===== src/rtl/led_sched_pkg.sv =====
// led_sched_pkg: shared FSM state type and default timing constants for the LED scheduler
package led_sched_pkg;
    typedef enum logic [1:0] {IDLE, RUN, GAP} state_t;
    localparam int DEF_PAT_W           = 8;
    localparam int DEF_TICK_DIV        = 1_000_000;
    localparam int DEF_DEBOUNCE_CYCLES = 100_000;
endpackage


===== src/rtl/input_debouncer.sv =====
// input_debouncer: 2-flop synchroniser plus change-acceptance debounce for one switch input
module input_debouncer
    import led_sched_pkg::*;
#(
    parameter int DEBOUNCE_CYCLES = DEF_DEBOUNCE_CYCLES
) (
    input  logic clk_10mhz,
    input  logic rst,
    input  logic raw,
    output logic db
);
    localparam int CW = $clog2(DEBOUNCE_CYCLES + 1);
    logic          sync1_q, sync2_q, db_q, db_d, hit;
    logic [CW-1:0] cnt_q, cnt_d, cnt_inc;
    always_comb begin
        cnt_inc = cnt_q + CW'(1);
        hit     = (sync2_q != db_q) && (cnt_inc == CW'(DEBOUNCE_CYCLES));
        db_d    = hit ? sync2_q : db_q;
        cnt_d   = (sync2_q == db_q || hit) ? '0 : cnt_inc;
    end
    always_ff @(posedge clk_10mhz or posedge rst) begin
        if (rst) begin
            sync1_q <= 1'b0;
            sync2_q <= 1'b0;
            db_q    <= 1'b0;
            cnt_q   <= '0;
        end else begin
            sync1_q <= raw;
            sync2_q <= sync1_q;
            db_q    <= db_d;
            cnt_q   <= cnt_d;
        end
    end
    assign db = db_q;
endmodule


===== src/rtl/led_blink_scheduler.sv =====
// led_blink_scheduler: round-robin time-sharing of one status LED between pattern-owning requesters
module led_blink_scheduler
    import led_sched_pkg::*;
#(
    parameter int NUM_REQ         = 4,
    parameter int PAT_W           = DEF_PAT_W,
    parameter int TICK_DIV        = DEF_TICK_DIV,
    parameter int DEBOUNCE_CYCLES = DEF_DEBOUNCE_CYCLES
) (
    input  logic                            clk_10mhz,
    input  logic                            rst,
    input  logic [NUM_REQ-1:0]              req_raw,
    input  logic [NUM_REQ-1:0][PAT_W-1:0]   pattern,
    output logic                            led,
    output logic [NUM_REQ-1:0]              grant,
    output logic                            busy,
    output logic                            tick
);
    localparam int PS_W = $clog2(TICK_DIV);
    localparam int BW   = $clog2(PAT_W);
    localparam int IW   = $clog2(NUM_REQ);

    logic [NUM_REQ-1:0] req_db;
    logic [PS_W-1:0]    pre_q, pre_d;
    state_t             state_q, state_d;
    logic [BW-1:0]      bit_q, bit_d;
    logic [PAT_W-1:0]   pat_q, pat_d;
    logic [IW-1:0]      last_q, last_d, win, idx;
    logic [NUM_REQ-1:0] grant_q, grant_d;
    logic               led_q, led_d, pick, found;

    for (genvar i = 0; i < NUM_REQ; i++) begin : g_db
        input_debouncer #(.DEBOUNCE_CYCLES(DEBOUNCE_CYCLES)) u_db (
            .clk_10mhz (clk_10mhz),
            .rst       (rst),
            .raw       (req_raw[i]),
            .db        (req_db[i])
        );
    end

    assign tick  = pre_q == PS_W'(TICK_DIV - 1);
    assign pre_d = tick ? '0 : pre_q + PS_W'(1);

    // First requester strictly after the previous owner, wrapping around
    always_comb begin
        win   = last_q;
        found = 1'b0;
        idx   = '0;
        for (int k = 1; k <= NUM_REQ; k++) begin
            idx = IW'((int'(last_q) + k) % NUM_REQ);
            if (!found && req_db[idx]) begin
                found = 1'b1;
                win   = idx;
            end
        end
    end

    always_comb begin
        state_d = state_q;
        bit_d   = bit_q;
        pat_d   = pat_q;
        last_d  = last_q;
        pick    = 1'b0;
        if (tick) begin
            case (state_q)
                IDLE: pick = |req_db;
                RUN: begin
                    bit_d   = bit_q + BW'(1);
                    state_d = (bit_q == BW'(PAT_W - 1)) ? GAP : RUN;
                end
                GAP: begin
                    pick    = |req_db;
                    state_d = IDLE;
                end
                default: state_d = IDLE;
            endcase
        end
        if (pick) begin
            state_d = RUN;
            pat_d   = pattern[win];
            bit_d   = '0;
            last_d  = win;
        end
        grant_d = (state_d == IDLE) ? '0 : pick ? NUM_REQ'(1) << win : grant_q;
        led_d   = (state_d == RUN) ? pat_d[bit_d] : 1'b0;
    end

    always_ff @(posedge clk_10mhz or posedge rst) begin
        if (rst) begin
            pre_q   <= '0;
            state_q <= IDLE;
            bit_q   <= '0;
            pat_q   <= '0;
            last_q  <= IW'(NUM_REQ - 1);
            grant_q <= '0;
            led_q   <= 1'b0;
        end else begin
            pre_q   <= pre_d;
            state_q <= state_d;
            bit_q   <= bit_d;
            pat_q   <= pat_d;
            last_q  <= last_d;
            grant_q <= grant_d;
            led_q   <= led_d;
        end
    end

    assign led   = led_q;
    assign grant = grant_q;
    assign busy  = state_q != IDLE;
endmodule


===== config.mk =====
export PLATFORM = sky130hd
export DESIGN_NAME = led_blink_scheduler
export DESIGN_NICKNAME = d
export VERILOG_FILES = /design/src/rtl/led_sched_pkg.sv /design/src/rtl/input_debouncer.sv /design/src/rtl/led_blink_scheduler.sv
export SDC_FILE = /design/constraint.sdc
export NUM_CORES = 1
export LEC_CHECK = 0
export ABC_AREA = 1
export CAP_MARGIN = 20
export CORE_MARGIN = 2
export CORE_UTILIZATION = 47
export DETAILED_ROUTE_END_ITERATION = 8
export GPL_TIMING_DRIVEN = 0
export PLACE_DENSITY = 0.72
export SYNTH_ARGS = -nofsm -noshare
export SYNTH_HDL_FRONTEND = slang
export SYNTH_SLANG_ARGS = --single-unit

===== constraint.sdc =====
create_clock -name clk_10mhz -period 5 [get_ports clk_10mhz]
set_input_delay 0.75 -clock clk_10mhz [delete_from_list [all_inputs] [get_ports clk_10mhz]]
set_output_delay 0.75 -clock clk_10mhz [all_outputs]
set_load 0.05 [all_outputs]

======== Word level (Yosys, flattened, before mapping) ========
Cells that the tools add are included.
storage, ports and cells
  flip-flop bits (word level) ............. 120
  bits of input ports ..................... 38
  logic and storage cells ................. 114
operators by class
  $add $sub $neg .......................... 10
  order comparisons ....................... 6
  equal/unequal tests ..................... 17
  shifts and indexed selects .............. 1
  mux-type cells .......................... 37
  reduce and logical (&&, ||, !) cells .... 20
operator list
  operator                                              count
  adder 17 x 1 -> 17 bit (second input constant)        4
  equality test 17 bit (second input constant)          4
  2-to-1 mux 17 bit                                     4
  adder 20 x 1 -> 20 bit (second input constant)        1
  equality test 20 bit (second input constant)          1
  2-to-1 mux 20 bit                                     1
  binary-select mux 8 bit (select 2 bit)                1
  2-to-1 mux 8 bit                                      2
  < comparator 2 x 3 -> 1 bit (second input constant)   5
  2-to-1 mux 2 bit                                      7
  2-to-1 mux 1 bit                                      11
  2-to-1 mux 3 bit                                      3
  binary-select mux 1 bit (select 2 bit)                4
  2-to-1 mux 4 bit                                      2
  logical AND 1 bit                                     7
  adder 2 x 1 -> 2 bit (second input constant)          2
  adder 2 bit (second input constant)                   2
  equality test 1 bit                                   4
  equality test 2 x 1 -> 1 bit (second input constant)  2
  logical NOT 2 bit                                     2
  logical OR 1 bit                                      4
  < comparator 3 x 4 -> 1 bit (second input constant)   1
  inequality test 1 bit                                 4
  one-hot mux 2 bit (2 select lines)                    1
  9 further kinds                                       12

======== Logic depth before layout (Yosys ltp) ========
  depth after elaboration ................. 19
  mapped depth ............................ 18

======== Hierarchy ========
A second synthesis with hierarchy kept.
unflattened totals
  cells, all modules ...................... 1123
  area total of the unflattened synthesis .. 7905.1 um^2
by module, submodules not included
  module               times used  cells each  area an instance (um^2)  seq. area each (um^2)
  input_debouncer      4           188         1313.8                   500.5
  led_blink_scheduler  1           371         2650.0                   1003.5

======== Worst setup path before layout ========
OpenSTA, ideal clock, no wires.
  path type ............................... register to register
  start point ............................. reg pre_q[0]
  end point ............................... reg led_q, in the netlist led
  library setup time ...................... 0.115 ns
  data arrival time ....................... 2.177 ns
  data required time ...................... 4.885 ns
  slack ................................... 2.708 ns
  stages on the path, launching flop included .. 15
  path buffers ............................ 0
  clock period less this slack ............ 2.292 ns
  cells stage by stage .................... dfrtp_1 -> ha_1 -> nand3_1 -> nor2_1 -> nand3_1 -> inv_1 -> nand2_1 -> nor2_1 -> nand2_1 -> nand3_1 -> nand2_1 -> nand2_1 -> nand2_1 -> nor2_1 -> nor2_1
between the ends
  longest elaborated chain between the ends .. 6
  elaborated cells between the ends (all ways) .. 11
RTL lines
  element                                               RTL line                    RTL
  start, declared                                       led_blink_scheduler.sv:24   logic [PS_W-1:0] pre_q, pre_d;
  start signal, assigned                                led_blink_scheduler.sv:98   pre_q <= pre_d;
  equality test 20 bit *                                led_blink_scheduler.sv:41   assign tick = pre_q == PS_W'(TICK_DIV - 1);
  named net tick                                        led_blink_scheduler.sv:17   output logic tick
  2-to-1 mux 1 bit or 2-to-1 mux 3 bit (tied branches)  led_blink_scheduler.sv:64   if (tick) begin
  2-to-1 mux 8 bit or 2-to-1 mux 3 bit (tied branches)  led_blink_scheduler.sv:78   if (pick) begin
  binary-select mux 1 bit (select 3 bit)                led_blink_scheduler.sv:85   led_d = (state_d == RUN) ? pat_d[bit_d] : 1'b0;
  2-to-1 mux 1 bit (implied by the code)                led_blink_scheduler.sv:85
  2-to-1 mux 1 bit *                                    led_blink_scheduler.sv:85
  named net led_d                                       led_blink_scheduler.sv:30   logic led_q, led_d, pick, found;
  end signal, assigned                                  led_blink_scheduler.sv:104  led_q <= led_d;
  end, declared                                         led_blink_scheduler.sv:30
The timed path passes the listed nets; every way through them passes the cells marked *. The select of a mux whose other input is x is not followed.
A chain may end at the register's enable or synchronous reset.

======== Final worst setup path ========
  start point ............................. reg pre_q[0]
  end point ............................... out tick
between the ends
  longest elaborated chain between the ends .. 1
RTL lines
  element               RTL line
  equality test 20 bit  led_blink_scheduler.sv:41
  end, declared         led_blink_scheduler.sv:17
Every way passes these cells.

==> out/qor.yml <==
status:
  status: "complete, no violations"
worst_setup_path:
  critPathCaptureType: "primary output"
  most_frequent_cell_on_the_critical_path: "sky130_fd_sc_hd__nand3_1"
  crit_path_start_kind: "flip-flop"
  crit_slowest_cell: "sky130_fd_sc_hd__clkdlybuf4s50_1"
  crit_arrival_ps: 2790
  worst-setup-path-type: "reg2out"
  critPathBufInv: 2
  cpPeakStageDelay_ps: 840
  path_delay_family: "buffers and inverters"
  crit_required_ps: 4250
  path_cells: "ha_1, nand3_1, nor2_1, nand3_1, inv_1, clkdlybuf4s50_1"
  critical_path.max_fanout: 7
placed_design:
  dpl.hpwl_um: 9530
  numPortBuffers: 44
  gp_routability_congestion: 0.871
  post-place-ws_ps: 1880
  postPlaceCellArea_um2: 7300
logic_synthesis:
  most_used_standard_cell_by_instance_count_after_synthesis: "sky130_fd_sc_hd__nand2_1"
  syn_nets: 872
  synth-async-reset-ratio_pct: 100
  yosys.area.top_type: "sky130_fd_sc_hd__dfrtp_1"
  synth_top_cells_by_area: "sky130_fd_sc_hd__dfrtp_1, sky130_fd_sc_hd__nand2_1, sky130_fd_sc_hd__nor2_1, sky130_fd_sc_hd__inv_1, sky130_fd_sc_hd__xor2_1"
  number_of_warning_messages_in_the_yosys_log: 0
  postSynthRegisterBits: 120
  synth.cells.most_frequent: "sky130_fd_sc_hd__nand2_1, sky130_fd_sc_hd__nor2_1, sky130_fd_sc_hd__inv_1"
  postSynthCellCount: 827
  post_synth.cell_area_avg_um2: 7.98
  yosysTopAreaCellShare_pct: 44.7
  postSynth.topFlopCell: "sky130_fd_sc_hd__dfrtp_1"
  synth_seq_area_share_pct: 45.5
  syn-cell-area_um2: 6600
  ys_types: 39
  synth_edf_count: 0
floorplan:
  floorplan.initialDensity_pct: 47.9
  top_level_ports: 45
  area_of_the_die_um2: 15000
  core_region_area_um2: 13800
  die_width_um: 123
  floorplan.rows: 43
  die-height_um: 123
timing:
  achievable-frequency_mhz: 282
  timing.final.setup_violations: 0
  rsz_0062_raised_after_global_routing: "false"
  hold_violations: 0
  final_report_max_slew_violation_count: 0
  worst_case_clock_skew_ps: 10.4
  period_share_pct: 70.8
  postLayoutSetupSlackWorst_ps: 1460
  tightest_slew_ps: 548
  fin_crit_ps: 3540
  fin_setup_tns_ps: 0
  slew-limit-headroom_pct: 63.5
clock_tree:
  clock_path_buffers: 2
  clk_pin_slew_worst_setup_hold_paths_ps: 60
  h-tree-depth: 4
  cts_num_sinks: 120
  post_cts.repair.setup_buffers: 0
  post_cts.resized_instances: 0
  cts_hold_buf: 0
  tritoncts_clock_tree: "yes"
  cts.root.buffer_cell: "sky130_fd_sc_hd__clkbuf_16"
  tritoncts.num_buffers: 17
  clkLatencyLatePin_ps: 430
detailed_routing:
  route.antenna.remaining_nets: 0
  drt_pass_1_iters: 8
  wl_um: 13600
  top_signal_layer_used: "met4"
  wl_per_cell_um: 12.5
  vias_per_cell: 4.96
  wl_met1_um: 6410
  met2_length_um: 6390
  detail_route.drc_violations: 0
  dr.first_iter.drc_count: 419
  routed-wl-met3_um: 539
  vias: 5381
flow_run:
  max_cap_viol_count: 0
pwr:
  power_per_unit_of_standard_cell_area_nw_per_um2: 307
  leak_nw: 3.80
  irDropWorstVdd_mv: 0.269
global_routing:
  first_global_vias: 5186
  globalRouteOverflowTotal: 0
  wire_length_of_the_first_global_routing_pass_um: 23700
  grt_max_degree: 62
  initial_antenna_violation_count: 0
  global_route_usage_over_all_layers_pct: 20.0
final_layout:
  layout.nets: 936
  num_antenna_cells: 0
  areaGrowthSynthToFinish_pct: 20.5
  fin_area_um2: 7950
  nFillCells: 1293
  post_route_cells_drive_above_1_share_pct: 9.85
min_path:
  class_of_the_tightest_hold_or_removal_check: "reg2reg"
flip-flops by register name, summed over array words and instances, names as in the netlist:
signal / flops
g_db.u_db.cnt_q: 68
pre_q: 20
pat_q: 8
g_db.u_db.db: 4
g_db.u_db.sync1_q: 4
g_db.u_db.sync2_q: 4
grant: 4
bit_q: 3
last_q: 2
state_q: 2
led: 1
per-layer routing:
layer / vias to the layer above / global-route usage (%)
li1: 2724 / -
met1: 2526 / 27.1
met4: 0 / 6.90
met3: 19 / 4.97
met5: - / 0
met2: 112 / 31.4
stage by stage:
step | power, mW | utilization [%] | instances | hold WS [ps]
CTS | 2.46 | 57.7 | 1084 | 345
floorplan | 1.06 | - | 827 | 331
finish | 2.44 | 57.7 | 1084 | 343
detailed placement | 1.11 | 53.0 | 1052 | 336
global placement | 1.10 | 52.8 | 1051 | 333
global route | 2.52 | 57.7 | 1084 | 371
worst reg2reg max path: stages, from the launching register on:
cell                      delay [ps]
sky130_fd_sc_hd__dfrtp_1         370
sky130_fd_sc_hd__ha_1            190
sky130_fd_sc_hd__nand3_1         140
sky130_fd_sc_hd__nor2_1          230
sky130_fd_sc_hd__nand3_1         310
sky130_fd_sc_hd__inv_1           290
sky130_fd_sc_hd__nand2_1         120
sky130_fd_sc_hd__nor2_1          300
sky130_fd_sc_hd__nand2_1          90
sky130_fd_sc_hd__nand3_1         120
sky130_fd_sc_hd__nand2_1          60
sky130_fd_sc_hd__nand2_1          50
sky130_fd_sc_hd__nand2_1          50
sky130_fd_sc_hd__nor2_1          100
sky130_fd_sc_hd__nor2_1           50
cell families after synthesis:
kind of cell / share of synthesized area, %
AOI/OAI and AO/OA: 3.54
xor gates and xnor gates: 9.14
adders and majority gates: 1.33
buffers and inverters: 8.63
DFF: 45.5
muxes: 0.607
and+or+nand+nor: 31.2
cell type report:
| cell class | instances | area (um^2) | share of cell area (%) |
|---|---|---|---|
| multi-input cells | 568 | 3030 | 38.0 |
| flip-flops and latches | 120 | 3010 | 37.8 |
| inverters | 132 | 500 | 6.29 |
| repair buffers | 45 | 468 | 5.88 |
| clock buffers | 20 | 457 | 5.74 |
| well taps | 180 | 225 | 2.83 |
| clock inverters | 12 | 198 | 2.49 |
| plain buffers | 7 | 73.8 | 0.928 |
placed cells by master (no fill, tap or decap), drive strengths merged, types with 22 or more instances in the layout:
cell type      instances
nand3                 62
o21ai                 22
nand2                162
nor2                 152
nor3                  28
inv                  132
nand4                 22
dfrtp                118
clkdlybuf4s50         44
xor2                  51
path summary, 6_finish.rpt:
kind | end | cells after the start | slack [ps] | from
min in group asynchronous | g_db[0].u_db.cnt_q[15]$_DFF_PP0_ | 2 | 770 | rst
max | tick | 6 | 1460 | pre_q[0]$_DFF_PP0_
min | g_db[0].u_db.sync2_q$_DFF_PP0_ | 0 | 340 | g_db[0].u_db.sync1_q$_DFF_PP0_
min reg2reg | g_db[0].u_db.sync2_q$_DFF_PP0_ | 0 | 340 | g_db[0].u_db.sync1_q$_DFF_PP0_
max reg2reg | led$_DFF_PP0_ | 14 | 2450 | pre_q[0]$_DFF_PP0_
max in group asynchronous | last_q[0]$_DFFE_PP1N_ | 3 | 3520 | rst
power by group:
part           total [mW]  switching (mW)  internal, mW
sequential          0.994         0.00879         0.985
combinational      0.0938          0.0478        0.0460
clock                1.35           0.443         0.908
Note: power is estimated with default switching activity, not from simulation.
